## src/rtl/regfile_pkg.sv

```systemverilog
// Shared types for the register file write path.
// Write requests from both producers and FIFO entries use wb_req_t.
package regfile_pkg;

    localparam int REG_ADDR_W = 5;
    localparam int REG_DATA_W = 32;

    localparam logic [REG_ADDR_W-1:0] ZERO_REG = 5'd0;

    typedef struct packed {
        logic [REG_ADDR_W-1:0] addr;
        logic [REG_DATA_W-1:0] data;
    } wb_req_t;

endpackage

```

## src/rtl/wb_fifo.sv

```systemverilog
// Synchronous FIFO holding long-latency write requests.
// Exposes per-slot valid/addr so the owner can flag pending writes.
module wb_fifo
    import regfile_pkg::*;
#(
    parameter int DEPTH = 2,
    localparam int PW = $clog2(DEPTH),
    localparam int CW = PW + 1
) (
    input  logic                          clk,
    input  logic                          reset,
    input  logic                          i_push,
    input  logic [REG_ADDR_W-1:0]         i_push_addr,
    input  logic [REG_DATA_W-1:0]         i_push_data,
    input  logic                          i_pop,
    output logic                          o_full,
    output logic                          o_empty,
    output logic [CW-1:0]                 o_count,
    output logic [REG_ADDR_W-1:0]         o_head_addr,
    output logic [REG_DATA_W-1:0]         o_head_data,
    output logic [DEPTH-1:0]              o_ent_vld,
    output logic [DEPTH*REG_ADDR_W-1:0]   o_ent_addr
);

    wb_req_t          r_mem [DEPTH];
    logic [PW-1:0]    r_wr_ptr;
    logic [PW-1:0]    r_rd_ptr;
    logic [CW-1:0]    r_count;
    logic [DEPTH-1:0] r_vld;

    logic             w_push;
    logic             w_pop;
    logic [DEPTH-1:0] w_vld_nxt;

    assign o_full  = (r_count == CW'(DEPTH));
    assign o_empty = (r_count == '0);
    assign o_count = r_count;

    assign w_push = i_push && !o_full;
    assign w_pop  = i_pop && !o_empty;

    assign o_head_addr = r_mem[r_rd_ptr].addr;
    assign o_head_data = r_mem[r_rd_ptr].data;
    assign o_ent_vld   = r_vld;

    for (genvar g = 0; g < DEPTH; g++) begin : g_ent
        assign o_ent_addr[g*REG_ADDR_W +: REG_ADDR_W] = r_mem[g].addr;
    end

    // Slot occupancy after this cycle's pop and push.
    always_comb begin
        w_vld_nxt = r_vld;
        if (w_pop) begin
            w_vld_nxt[r_rd_ptr] = 1'b0;
        end
        if (w_push) begin
            w_vld_nxt[r_wr_ptr] = 1'b1;
        end
    end

    // Storage array; contents are don't-care until marked valid.
    always_ff @(posedge clk) begin
        if (w_push) begin
            r_mem[r_wr_ptr] <= '{addr: i_push_addr, data: i_push_data};
        end
    end

    // Pointers, occupancy and per-slot valid bits.
    always_ff @(posedge clk) begin
        if (reset) begin
            r_wr_ptr <= '0;
            r_rd_ptr <= '0;
            r_count  <= '0;
            r_vld    <= '0;
        end else begin
            if (w_push) begin
                r_wr_ptr <= r_wr_ptr + PW'(1);
            end
            if (w_pop) begin
                r_rd_ptr <= r_rd_ptr + PW'(1);
            end
            r_vld <= w_vld_nxt;
            unique case ({w_push, w_pop})
                2'b10:   r_count <= r_count + CW'(1);
                2'b01:   r_count <= r_count - CW'(1);
                default: r_count <= r_count;
            endcase
        end
    end

endmodule

```

## src/rtl/regfile_wr_arb.sv

```systemverilog
// Shares the register file write port between pipeline writeback (A)
// and a buffered long-latency producer (B) with a starvation guard.
module regfile_wr_arb
    import regfile_pkg::*;
#(
    parameter int DEPTH    = 2,
    parameter int MAX_WAIT = 4
) (
    input  logic                  clk,
    input  logic                  reset,
    input  logic                  a_valid,
    output logic                  a_ready,
    input  logic [REG_ADDR_W-1:0] a_addr,
    input  logic [REG_DATA_W-1:0] a_data,
    input  logic                  b_valid,
    output logic                  b_ready,
    input  logic [REG_ADDR_W-1:0] b_addr,
    input  logic [REG_DATA_W-1:0] b_data,
    input  logic [REG_ADDR_W-1:0] rd_addr1,
    input  logic [REG_ADDR_W-1:0] rd_addr2,
    output logic                  rd_pending1,
    output logic                  rd_pending2,
    output logic                  wr_en,
    output logic [REG_ADDR_W-1:0] wr_addr,
    output logic [REG_DATA_W-1:0] wr_data
);

    localparam int WW = $clog2(MAX_WAIT + 1);
    localparam int CW = $clog2(DEPTH) + 1;

    logic                        w_full;
    logic                        w_empty;
    logic [CW-1:0]               w_count;
    logic [REG_ADDR_W-1:0]       w_head_addr;
    logic [REG_DATA_W-1:0]       w_head_data;
    logic [DEPTH-1:0]            w_ent_vld;
    logic [DEPTH*REG_ADDR_W-1:0] w_ent_addr;

    logic                        w_forced;
    logic                        w_grant_a;
    logic                        w_grant_b;
    logic                        w_gnt_any;
    logic                        w_push;
    logic [REG_ADDR_W-1:0]       w_gnt_addr;
    logic [REG_DATA_W-1:0]       w_gnt_data;

    logic [WW-1:0]               r_wait;

    // Forced B depends only on registered state, so a_ready never
    // looks at a_valid.
    assign w_forced  = (w_count != '0) && (r_wait == WW'(MAX_WAIT));
    assign a_ready   = !reset && !w_forced;
    assign b_ready   = !reset && !w_full;

    assign w_grant_a = a_valid && a_ready;
    assign w_grant_b = !reset && !w_empty && !w_grant_a;
    assign w_gnt_any = w_grant_a || w_grant_b;
    assign w_push    = b_valid && b_ready;

    wb_fifo #(
        .DEPTH (DEPTH)
    ) u_fifo (
        .clk         (clk),
        .reset       (reset),
        .i_push      (w_push),
        .i_push_addr (b_addr),
        .i_push_data (b_data),
        .i_pop       (w_grant_b),
        .o_full      (w_full),
        .o_empty     (w_empty),
        .o_count     (w_count),
        .o_head_addr (w_head_addr),
        .o_head_data (w_head_data),
        .o_ent_vld   (w_ent_vld),
        .o_ent_addr  (w_ent_addr)
    );

    // Select the request that owns the write port this cycle.
    always_comb begin
        w_gnt_addr = a_addr;
        w_gnt_data = a_data;
        if (w_grant_b) begin
            w_gnt_addr = w_head_addr;
            w_gnt_data = w_head_data;
        end
    end

    // Flag reads whose register still has a write outstanding.
    always_comb begin
        rd_pending1 = 1'b0;
        rd_pending2 = 1'b0;
        for (int i = 0; i < DEPTH; i++) begin
            if (w_ent_vld[i] &&
                w_ent_addr[i*REG_ADDR_W +: REG_ADDR_W] == rd_addr1) begin
                rd_pending1 = 1'b1;
            end
            if (w_ent_vld[i] &&
                w_ent_addr[i*REG_ADDR_W +: REG_ADDR_W] == rd_addr2) begin
                rd_pending2 = 1'b1;
            end
        end
        if (w_gnt_any && w_gnt_addr == rd_addr1) begin
            rd_pending1 = 1'b1;
        end
        if (w_gnt_any && w_gnt_addr == rd_addr2) begin
            rd_pending2 = 1'b1;
        end
        if (rd_addr1 == ZERO_REG) begin
            rd_pending1 = 1'b0;
        end
        if (rd_addr2 == ZERO_REG) begin
            rd_pending2 = 1'b0;
        end
    end

    // Count cycles the FIFO head has been refused, saturating.
    always_ff @(posedge clk) begin
        if (reset || w_empty || w_grant_b) begin
            r_wait <= '0;
        end else if (r_wait != WW'(MAX_WAIT)) begin
            r_wait <= r_wait + WW'(1);
        end
    end

    // Registered write port; $zero grants retire without a write.
    always_ff @(posedge clk) begin
        if (reset) begin
            wr_en   <= 1'b0;
            wr_addr <= '0;
            wr_data <= '0;
        end else begin
            wr_en <= w_gnt_any && (w_gnt_addr != ZERO_REG);
            if (w_gnt_any && (w_gnt_addr != ZERO_REG)) begin
                wr_addr <= w_gnt_addr;
                wr_data <= w_gnt_data;
            end
        end
    end

endmodule

```

## config.mk

```make
export PLATFORM = sky130hd
export DESIGN_NAME = regfile_wr_arb
export DESIGN_NICKNAME = d
export VERILOG_FILES = /design/src/rtl/regfile_pkg.sv /design/src/rtl/wb_fifo.sv /design/src/rtl/regfile_wr_arb.sv
export SDC_FILE = /design/constraint.sdc
export NUM_CORES = 1
export LEC_CHECK = 0
export ABC_CLOCK_PERIOD_IN_PS = 6070
export CORE_MARGIN = 5
export CORE_UTILIZATION = 35
export CTS_CLUSTER_DIAMETER = 200
export DETAILED_ROUTE_END_ITERATION = 7
export DONT_BUFFER_PORTS = 1
export HOLD_SLACK_MARGIN = 0.05
export PLACE_DENSITY_LB_ADDON = 0.08
export SYNTH_ARGS = -nofsm -noshare
export SYNTH_HDL_FRONTEND = slang
export SYNTH_HIERARCHICAL = 1
export SYNTH_SLANG_ARGS = --single-unit
```

## constraint.sdc

```tcl
create_clock -name clk -period 6.07 [get_ports clk]
set_input_delay 0 -clock clk [delete_from_list [all_inputs] [get_ports clk]]
set_output_delay 0 -clock clk [all_outputs]
set_load 0.02 [all_outputs]
```

-- After elaboration in Yosys (flattened, before gate mapping)
Memory sizes are Yosys's and may differ from the RTL's. A register that Yosys moved wholly into a read port is not among the register bits.
Index checks and enable logic that the tools add are counted.
Widths: inputs -> output; s select.
- $add $sub $neg: 5
- magnitude comparators: 4
- equality and inequality tests: 11
- muxes and demuxes: 21
- bitwise operators: 3
- reductions and logical operators: 32
- operator list (kind ; number):
    $mux 32 ; 1
    $eq 5x5->1 ; 6
    $logic_and 1x1->1 ; 18
    $mux 1 ; 14
    $logic_not 5->1 ; 2
    $logic_not 1->1 ; 5
    $mux 5 ; 1
    $reduce_bool 5->1 ; 1
    $eq 2x2->1 const B ; 2
    $lt 1x2->1 const B ; 2
    $mux 2 ; 2
    $pmux 2 s2 ; 1
    $reduce_bool 2->1 ; 2
    $add 3x1->3 const B ; 1
    $eq 3x3->1 const B ; 1
    $logic_or 1x1->1 ; 3
    $ne 3x3->1 const B ; 1
    $add 1x1->1 const B ; 2
    $add 2x1->2 const B ; 1
    $and 2x2->2 ; 1
    $demux 1 s1 ; 2
    $eq 2x1->1 const B ; 1
    $ge 1x1->1 const B ; 2
    $logic_not 2->1 ; 1
    other kinds (3) ; 3
- flip-flop bits (word level): 47
- RAM bits: 74
- input bits: 88
- output and inout bits: 42
- logic and storage cells: 85
- memories kept: 1
- memory list (memory ; words ; width ; read ports ; clocked after Yosys merged registers in ; write ports ; line ; source):
    u_fifo.r_mem ; 2 ; 37 ; 3 ; 1 ; 1 ; wb_fifo.sv:25 ; wb_req_t r_mem [DEPTH];

-- Longest topological paths before layout
Gate-level depths: netlist of run 1.
- word-level depth: 12
- mapped depth: 12
- mapped depth without buffers: 11

-- By module
The synthesis of run 1 kept the hierarchy.
- by module, submodules not included (module ; times used ; cells each ; area each (um2) ; seq. area each (um2)):
    wb_fifo ; 1 ; 160 ; 3030.4 ; 2362.3
    regfile_wr_arb ; 1 ; 301 ; 2549.9 ; 820.8

-- Worst setup path after synthesis of run 1
No wires, ideal clock.
- path kind: reg-to-reg
- start point: register u_fifo.r_count[0] (netlist: u_fifo/o_count[0])
- end point: memory u_fifo/r_mem[0][0] (netlist name) (enable)
- library setup time: 392 ps
- arrival: 2321 ps
- data required time: 5678 ps
- slack: 3358 ps
- cell stages (with the launch flop): 8
- path buffers: 0
- path through: dfxtp_1 nand2b_2 inv_2 nor2_1 and2_1 inv_1 or3_4 inv_1
- word-level cells in the longest chain between the ends: 7
- RTL lines (what ; line ; source):
    start: declaration ; wb_fifo.sv:28 ; logic [CW-1:0] r_count;
    start signal: assignment ; wb_fifo.sv:84 ; 2'b10: r_count <= r_count + CW'(1);
    start signal: assignment ; wb_fifo.sv:85 ; 2'b01: r_count <= r_count - CW'(1);
    start signal: assignment ; wb_fifo.sv:86 ; default: r_count <= r_count;
    $eq 2x2->1 ; wb_fifo.sv:35 ; assign o_full = (r_count == CW'(DEPTH));
    net w_full ; regfile_wr_arb.sv:31 ; logic w_full;
    $logic_not 1->1 ; regfile_wr_arb.sv:53 ; assign b_ready = !reset && !w_full;
    $logic_and 1x1->1 ; regfile_wr_arb.sv:53 ;
    net b_ready ; regfile_wr_arb.sv:16 ; output logic b_ready,
    $logic_and 1x1->1 ; regfile_wr_arb.sv:58 ; assign w_push = b_valid && b_ready;
    net w_push ; regfile_wr_arb.sv:43 ; logic w_push;
    $logic_and 1x1->1 ; wb_fifo.sv:39 ; assign w_push = i_push && !o_full;
    $mux 1 ; wb_fifo.sv:63 ; if (w_push) begin
    $mux 1 (not written as such) ; wb_fifo.sv:64 ; r_mem[r_wr_ptr] <= '{addr: i_push_addr, data: i_push_data};
    end: declaration ; wb_fifo.sv:25 ;
The timed path passes the listed nets, and every way through them passes these cells.

==> results of run 1 <==
[final cells by class]
type	instances	area share, %
diodes	1	0.0356
clock buffers	23	6.65
clock inverters	9	0.694
inverters	10	0.534
multi-input cells	296	30.7
flip-flops and latches	122	45.3
well taps	216	3.84
repair buffers	85	12.3
[worst min-delay path by stage]
stage,endpoint,start,cells after the start,slack [ns]
after floorplan,u_fifo/o_count[1]$_SDFFE_PP0P_,reset,1,0.07
after global placement,wr_data[28]$_SDFFE_PP0P_,reset,1,0.08
after detailed placement,flip-flop,reset,1,0.08
after CTS,wr_addr[3]$_SDFFE_PP0P_,a_addr[2],4,0.06
after global routing,a_ready,reset,1,0.10
final,wr_addr[3]$_SDFFE_PP0P_,a_addr[2],4,0.08
[layer usage]
layer,wire length (µm),GRT usage [%],vias to the layer above,share of wire [%]
met3,966,5.37,12,7.2
met5,0,0,-,0
met4,133,4.70,0,0.99
met2,6480,25.0,119,48
li1,-,-,1823,-
met1,5850,18.3,1814,44
[what timing repair did]
action / CTS / global route
endpoints found under the hold margin: 121 / 0
endpoints found under the setup margin: 0 / 0
hold buffers: 84 / 0
[worst max-delay path, stage by stage, from the launching register on]
cell and delay [ns]:
dfxtp_2 1.00, mux2_2 0.46, or4_1 0.52, o21ai_1 0.14
mux2_4 0.20, inv_2 0.03, buf_4 0.32, nor2_1 0.23
a311oi_2 0.06, dlygate4sd3_1 0.61
[registers in the layout, summed over array words and instances (netlist names), named ones only]
register          cells
r_wait                3
u_fifo/o_count        2
u_fifo/o_ent_vld      2
u_fifo/r_mem         74
u_fifo/r_rd_ptr       1
u_fifo/r_wr_ptr       1
wr_addr               5
wr_data              32
wr_en                 1
[cell usage in the layout (no fill, tap or decap), types with 3 or more instances in the layout]
master / instances
nor4_1: 4
nand3_1: 9
ha_1: 3
nor2_1: 44
o211ai_1: 3
edfxtp_1: 74
a31oi_1: 4
nand2_1: 70
a311oi_1: 4
xor2_1: 19
clkinv_1: 4
or4_1: 4
dfxtp_1: 47
clkbuf_16: 17
clkbuf_1: 4
a21oi_1: 14
dlygate4sd3_1: 83
xnor2_1: 7
a311oi_2: 29
mux2_2: 37
nor3_1: 3
inv_2: 5
o21ai_0: 6
o21a_1: 3
mux2i_1: 5
inv_1: 5
[per-stage QoR]
step           instance area (µm²)  hold slack, ns  cells  util, %  setup WS, ns
6_report                      7030          0.0840    762     44.6          2.28
2_1_floorplan                 5580          0.0691    461        -          3.36
5_1_grt                       7030           0.102    762     44.6          1.98
3_3_place_gp                  5660          0.0792    645     35.9          2.45
3_5_place_dp                  5660          0.0796    645     35.9          2.36
4_1_cts                       7030          0.0618    761     44.6          2.25
[power by group through the flow]
stage | sequential [µW] | combinational (µW) | clock (µW)
finish | 1000 | 249 | 875
global route | 1010 | 277 | 944
CTS | 1010 | 253 | 900
detailed placement | 1020 | 193 | 0
global placement | 1020 | 190 | 0
floorplan | 1010 | 179 | 0
[cell families after synthesis]
group	count (synthesis)	synth area share, %
AND/OR/NAND/NOR	150	11.9
XOR/XNOR	26	4.08
multiplexers	43	8.63
flip-flops	122	57.0
adder cells (fa/ha/maj)	3	0.673
buffers and inverters	43	4.30
AO/OA/AOI/OAI	74	13.4
==> flow_metrics.tcl, run 1 <==
set metrics [dict create \
    cap_violations 0 \
    clockRootBuffer "clkbuf_16" \
    grt_pass1_wl_mm 21.2 \
    finalSetupViolCount 0 \
    tns_ns 0 \
    avgViaCountPerCell 4.94 \
    grt_pass1_vias 4014 \
    cts_buffers 17 \
    critPathMaxFanout 67 \
    critPathArrivalTime_ns 4.07 \
    drtAntennaViolNets 0 \
    dp_hpwl_mm 8.58 \
    seqPwrFrac_pct 47.2 \
    avgSynthCellArea_um2 12.1 \
    cp.required_ns 6.36 \
    p_int_uw 1590 \
    synthTopCellsByArea "edfxtp_1, dfxtp_1, a311oi_2" \
    start_util_pct 35.4 \
    synth_top_area_share_pct 39.8 \
    hold_viol_final 0 \
    comb_power_share_pct 11.7 \
    grt_overflow 0 \
    hp-class "in2reg" \
    ys_types 48 \
    antenna_found_initial 1 \
    period_needed_ns 3.79 \
    ir_worst_vdd_uv 226 \
    synth-edff-count 74 \
    synth_flop_cell "edfxtp_1" \
    criticalPathCategory "reg2reg" \
    die_h_um 136 \
    grt_max_degree 68 \
    cts_setup_buffers 0 \
    dr.first_iter.drc_count 157 \
    syn_to_final_growth_pct 26.1 \
    io_buffers 0 \
    ctsLongestPathBuffers 2 \
    power_frac_clock_pct 41.1 \
    power.switching_uw 540 \
    synth_top_cell_by_area "edfxtp_1" \
    drive_above_1_share_pct 19.6 \
    h-tree-depth 4 \
    cts_tree "yes" \
    startpoint_type "flip-flop" \
    fin_crit_sh_pct 62.4 \
    dieWidth_um 136 \
    multi_input_area_um2 2160 \
    finalPower_uw 2130 \
    gp_congestion 0.796 \
    nFillCells 1529 \
    synth.most_common_cell "edfxtp_1" \
    syn-num-nets 552 \
    design.portCount 130 \
    p_leak_uw 0.00245 \
    worst_pin_slew_ns 1.05 \
    timing.reg2reg.setup_slack_ns 2.28 \
    row_count 46 \
    wl_per_cell_um 17.6 \
    ys_seq_area_share_pct 57.0 \
    power_density_nw_per_um2 303 \
    nets 623 \
    max_freq_mhz 264 \
    ys_seq_elements 122 \
    swShare_pct 25.4 \
    regArea_um2 3180 \
    vias 3768 \
    track_usage_pct 15.0 \
    worstSkewPairLatency_ns 0.40 \
    ctsResizeCount 0 \
    dr.pass1.iters 4 \
    wl_mm 13.4 \
    core_area_um2 15800 \
    synth_commonest_cells "edfxtp_1, nand2_1, dfxtp_1" \
    drv_slew 0 \
    reg2regPathDepth 9 \
    crit_path_end "wr_data[28]$_SDFFE_PP0P_" \
    syn_area_um2 5580 \
    final.setup_skew_ns 0.00808 \
    r2r-end "wr_data[28]$_SDFFE_PP0P_" \
    drc 0 \
    synthArstFlopShare_pct 0 \
    crit_path_end_kind "flip-flop" \
    rsz0062_at_grt "no" \
    dieArea_um2 18600 \
    ys_warn_count 6 \
    cts_sinks 122 \
    path_clk_slew_ns 0.05 \
    relSlewSlack_pct 29.9 \
    outcome "complete, no violations" \
    netlist_instances 461 \
]
Power figures use the tool's default switching activity.
==> inputs of run 2 (changes only) <==
--- a/config.mk
+++ b/config.mk
@@ -5,7 +5,7 @@
 export SDC_FILE = /design/constraint.sdc
 export NUM_CORES = 1
 export LEC_CHECK = 0
-export ABC_CLOCK_PERIOD_IN_PS = 6070
+export ABC_CLOCK_PERIOD_IN_PS = 3700
 export CORE_MARGIN = 5
 export CORE_UTILIZATION = 35
 export CTS_CLUSTER_DIAMETER = 200
==> constraint.sdc (replaced) <==
create_clock -name clk -period 3.7 [get_ports clk]
set_input_delay 0 -clock clk [delete_from_list [all_inputs] [get_ports clk]]
set_output_delay 0 -clock clk [all_outputs]
set_load 0.02 [all_outputs]
==> run 2 against run 1 <==
- critical path depth is the same
- flip-flop and latch count unchanged
- non-clock buffer count rose by 2
- die area did not move
- cell count up 0.26%
- wire length is 1.1% lower
- critical path type unchanged
- global-route usage down 0.20 points
==> flow_metrics.tcl, run 2 (synthesis gave the netlist of run 1 again) <==
set metrics [dict create \
    outcome "complete, no violations" \
    cpMostUsedCell "nor2_1" \
    relSlewSlack_pct 37.7 \
    wl_mm 13.3 \
    critical_path.startpoint "u_fifo/o_count[1]$_SDFFE_PP0P_" \
    grt_overflow 0 \
    hold_viol_final 0 \
    grt_max_degree 46 \
    wl_met3_um 884 \
    dr.pass1.iters 4 \
    critPathArrivalTime_ns 3.52 \
    reg_top3 "u_fifo/r_mem (74), wr_data (32), wr_addr (5)" \
    drv_slew 0 \
    cts_setup_buffers 0 \
    wl_met1_mm 5.96 \
    wl_per_cell_um 17.4 \
    whs_path_depth 2 \
    nets 625 \
    final_common_cell "dlygate4sd3_1" \
    die_h_um 136 \
    critPathMaxStageDelay_ns 0.58 \
    start_util_pct 35.4 \
    largest_reg_flops 74 \
    reg2reg_from "u_fifo/o_count[1]$_SDFFE_PP0P_" \
    rsz0062_at_grt "no" \
    startpoint_type "flip-flop" \
    dieArea_um2 18600 \
    core_area_um2 15800 \
    wl_met2_mm 6.31 \
    cap_violations 0 \
    dp_hpwl_mm 8.81 \
    top_layer "met4" \
    path_clk_slew_ns 0.05 \
    critical_path.slowest_cell "dlygate4sd3_1" \
    hp-class "in2reg" \
    worst_pin_slew_ns 0.933 \
    ctsResizeCount 0 \
    ctsLongestPathBuffers 2 \
    ir_worst_vdd_uv 308 \
    power_density_nw_per_um2 512 \
    crit_path_end_kind "flip-flop" \
    finalPower_uw 3640 \
    regMostFlops "u_fifo/r_mem" \
    multi_input_area_um2 2160 \
    path_cells "nor2_1, nor2_2, o21ai_1, mux2_4, inv_2, buf_12, nor2_1, a311oi_2, dlygate4sd3_1" \
    worstSkewPairLatency_ns 0.41 \
    dieWidth_um 136 \
    hold_path.startpoint "a_addr[0]" \
    drtAntennaViolNets 0 \
    critPathMaxFanout 34 \
    grt_pass1_wl_mm 21.0 \
    nFillCells 1489 \
    tns_ns 0 \
    syn_to_final_growth_pct 27.4 \
    finalSetupViolCount 0 \
    criticalPathCategory "reg2reg" \
    io_buffers 0 \
    gp_congestion 0.799 \
    period_needed_ns 3.17 \
    vias 3705 \
    regArea_um2 3180 \
    mostFrequentLayoutCells "dlygate4sd3_1, edfxtp_1, nand2_1, dfxtp_1, nor2_1" \
    reg2regPathDepth 9 \
    avgViaCountPerCell 4.85 \
    cp.required_ns 4.06 \
    design.portCount 130 \
    drc 0 \
    p_leak_uw 0.00251 \
    h-tree-depth 4 \
    cts_sinks 122 \
    track_usage_pct 14.8 \
    ctsHoldBuffers 82 \
    fin_crit_sh_pct 85.6 \
    clockRootBuffer "clkbuf_16" \
    max_freq_mhz 316 \
    dr.first_iter.drc_count 199 \
    row_count 46 \
    drive_above_1_share_pct 21.2 \
    grt_pass1_vias 3867 \
    final.setup_skew_ns 0.0170 \
    antenna_found_initial 1 \
    cts_tree "yes" \
    cts_buffers 17 \
]
==> run 2: cell types whose count changed in the layout (fill, tap and decap cells not counted), sizes merged <==
cell         delta
bufinv          +2
inv             +1
dlygate4sd3     -2
buf             +4
clkbuf          -4
clkinvlp        -1
clkinv          +2
==> run 2: final timing paths <==
| kind | slack [ns] | to |
|---|---|---|
| hold reg to reg | 0.52 | u_fifo/r_wr_ptr$_SDFFE_PP0N_ |
| setup reg to reg | 0.53 | wr_data[3]$_SDFFE_PP0P_ |
| setup / recovery | 0.53 | wr_data[3]$_SDFFE_PP0P_ |
| hold / removal | 0.08 | wr_addr[0]$_SDFFE_PP0P_ |
==> run 2: critical path: cells and delay by family, from the launching register on <==
family | cells | cell delay, ns
simple gates | 3 | 0.59
mux | 1 | 0.30
compound gates | 2 | 0.35
flops | 1 | 0.46
buf+inv | 3 | 1.41
==> run 2: layout make-up <==
class | count | share of cell area, %
Timing Repair Buffer | 87 | 12.5
Clock buffer | 19 | 6.23
Inverter | 10 | 0.528
Sequential cell | 122 | 44.8
Multi-Input combinational cell | 296 | 30.3
Clock inverter | 13 | 1.78
Tap cell | 216 | 3.80
Antenna cell | 1 | 0.0352
==> run 2: through the flow <==
stage	setup slack, ns	instances	hold WS [ns]	utilization (%)	area [µm²]
2_1_floorplan	0.988	461	0.0691	-	5580
3_3_place_gp	0.902	649	0.0782	36.1	5700
3_5_place_dp	0.858	649	0.0761	36.1	5700
4_1_cts	0.519	763	0.0552	45.1	7110
5_1_grt	0.276	764	0.0895	45.1	7110
6_report	0.535	764	0.0779	45.1	7110
==> run 2: layer usage <==
metal,vias up,global-route usage [%]
met1,1773,18.8
met5,-,0
met4,0,4.54
li1,1831,-
met2,93,23.7
met3,8,5.48
==> run 2: where the power goes <==
part	switching, µW	total, µW	internal, µW	leakage, µW
Combinational	219	417	198	0.00115
Clock	582	1580	1000	0.000282
Sequential	107	1640	1530	0.00107
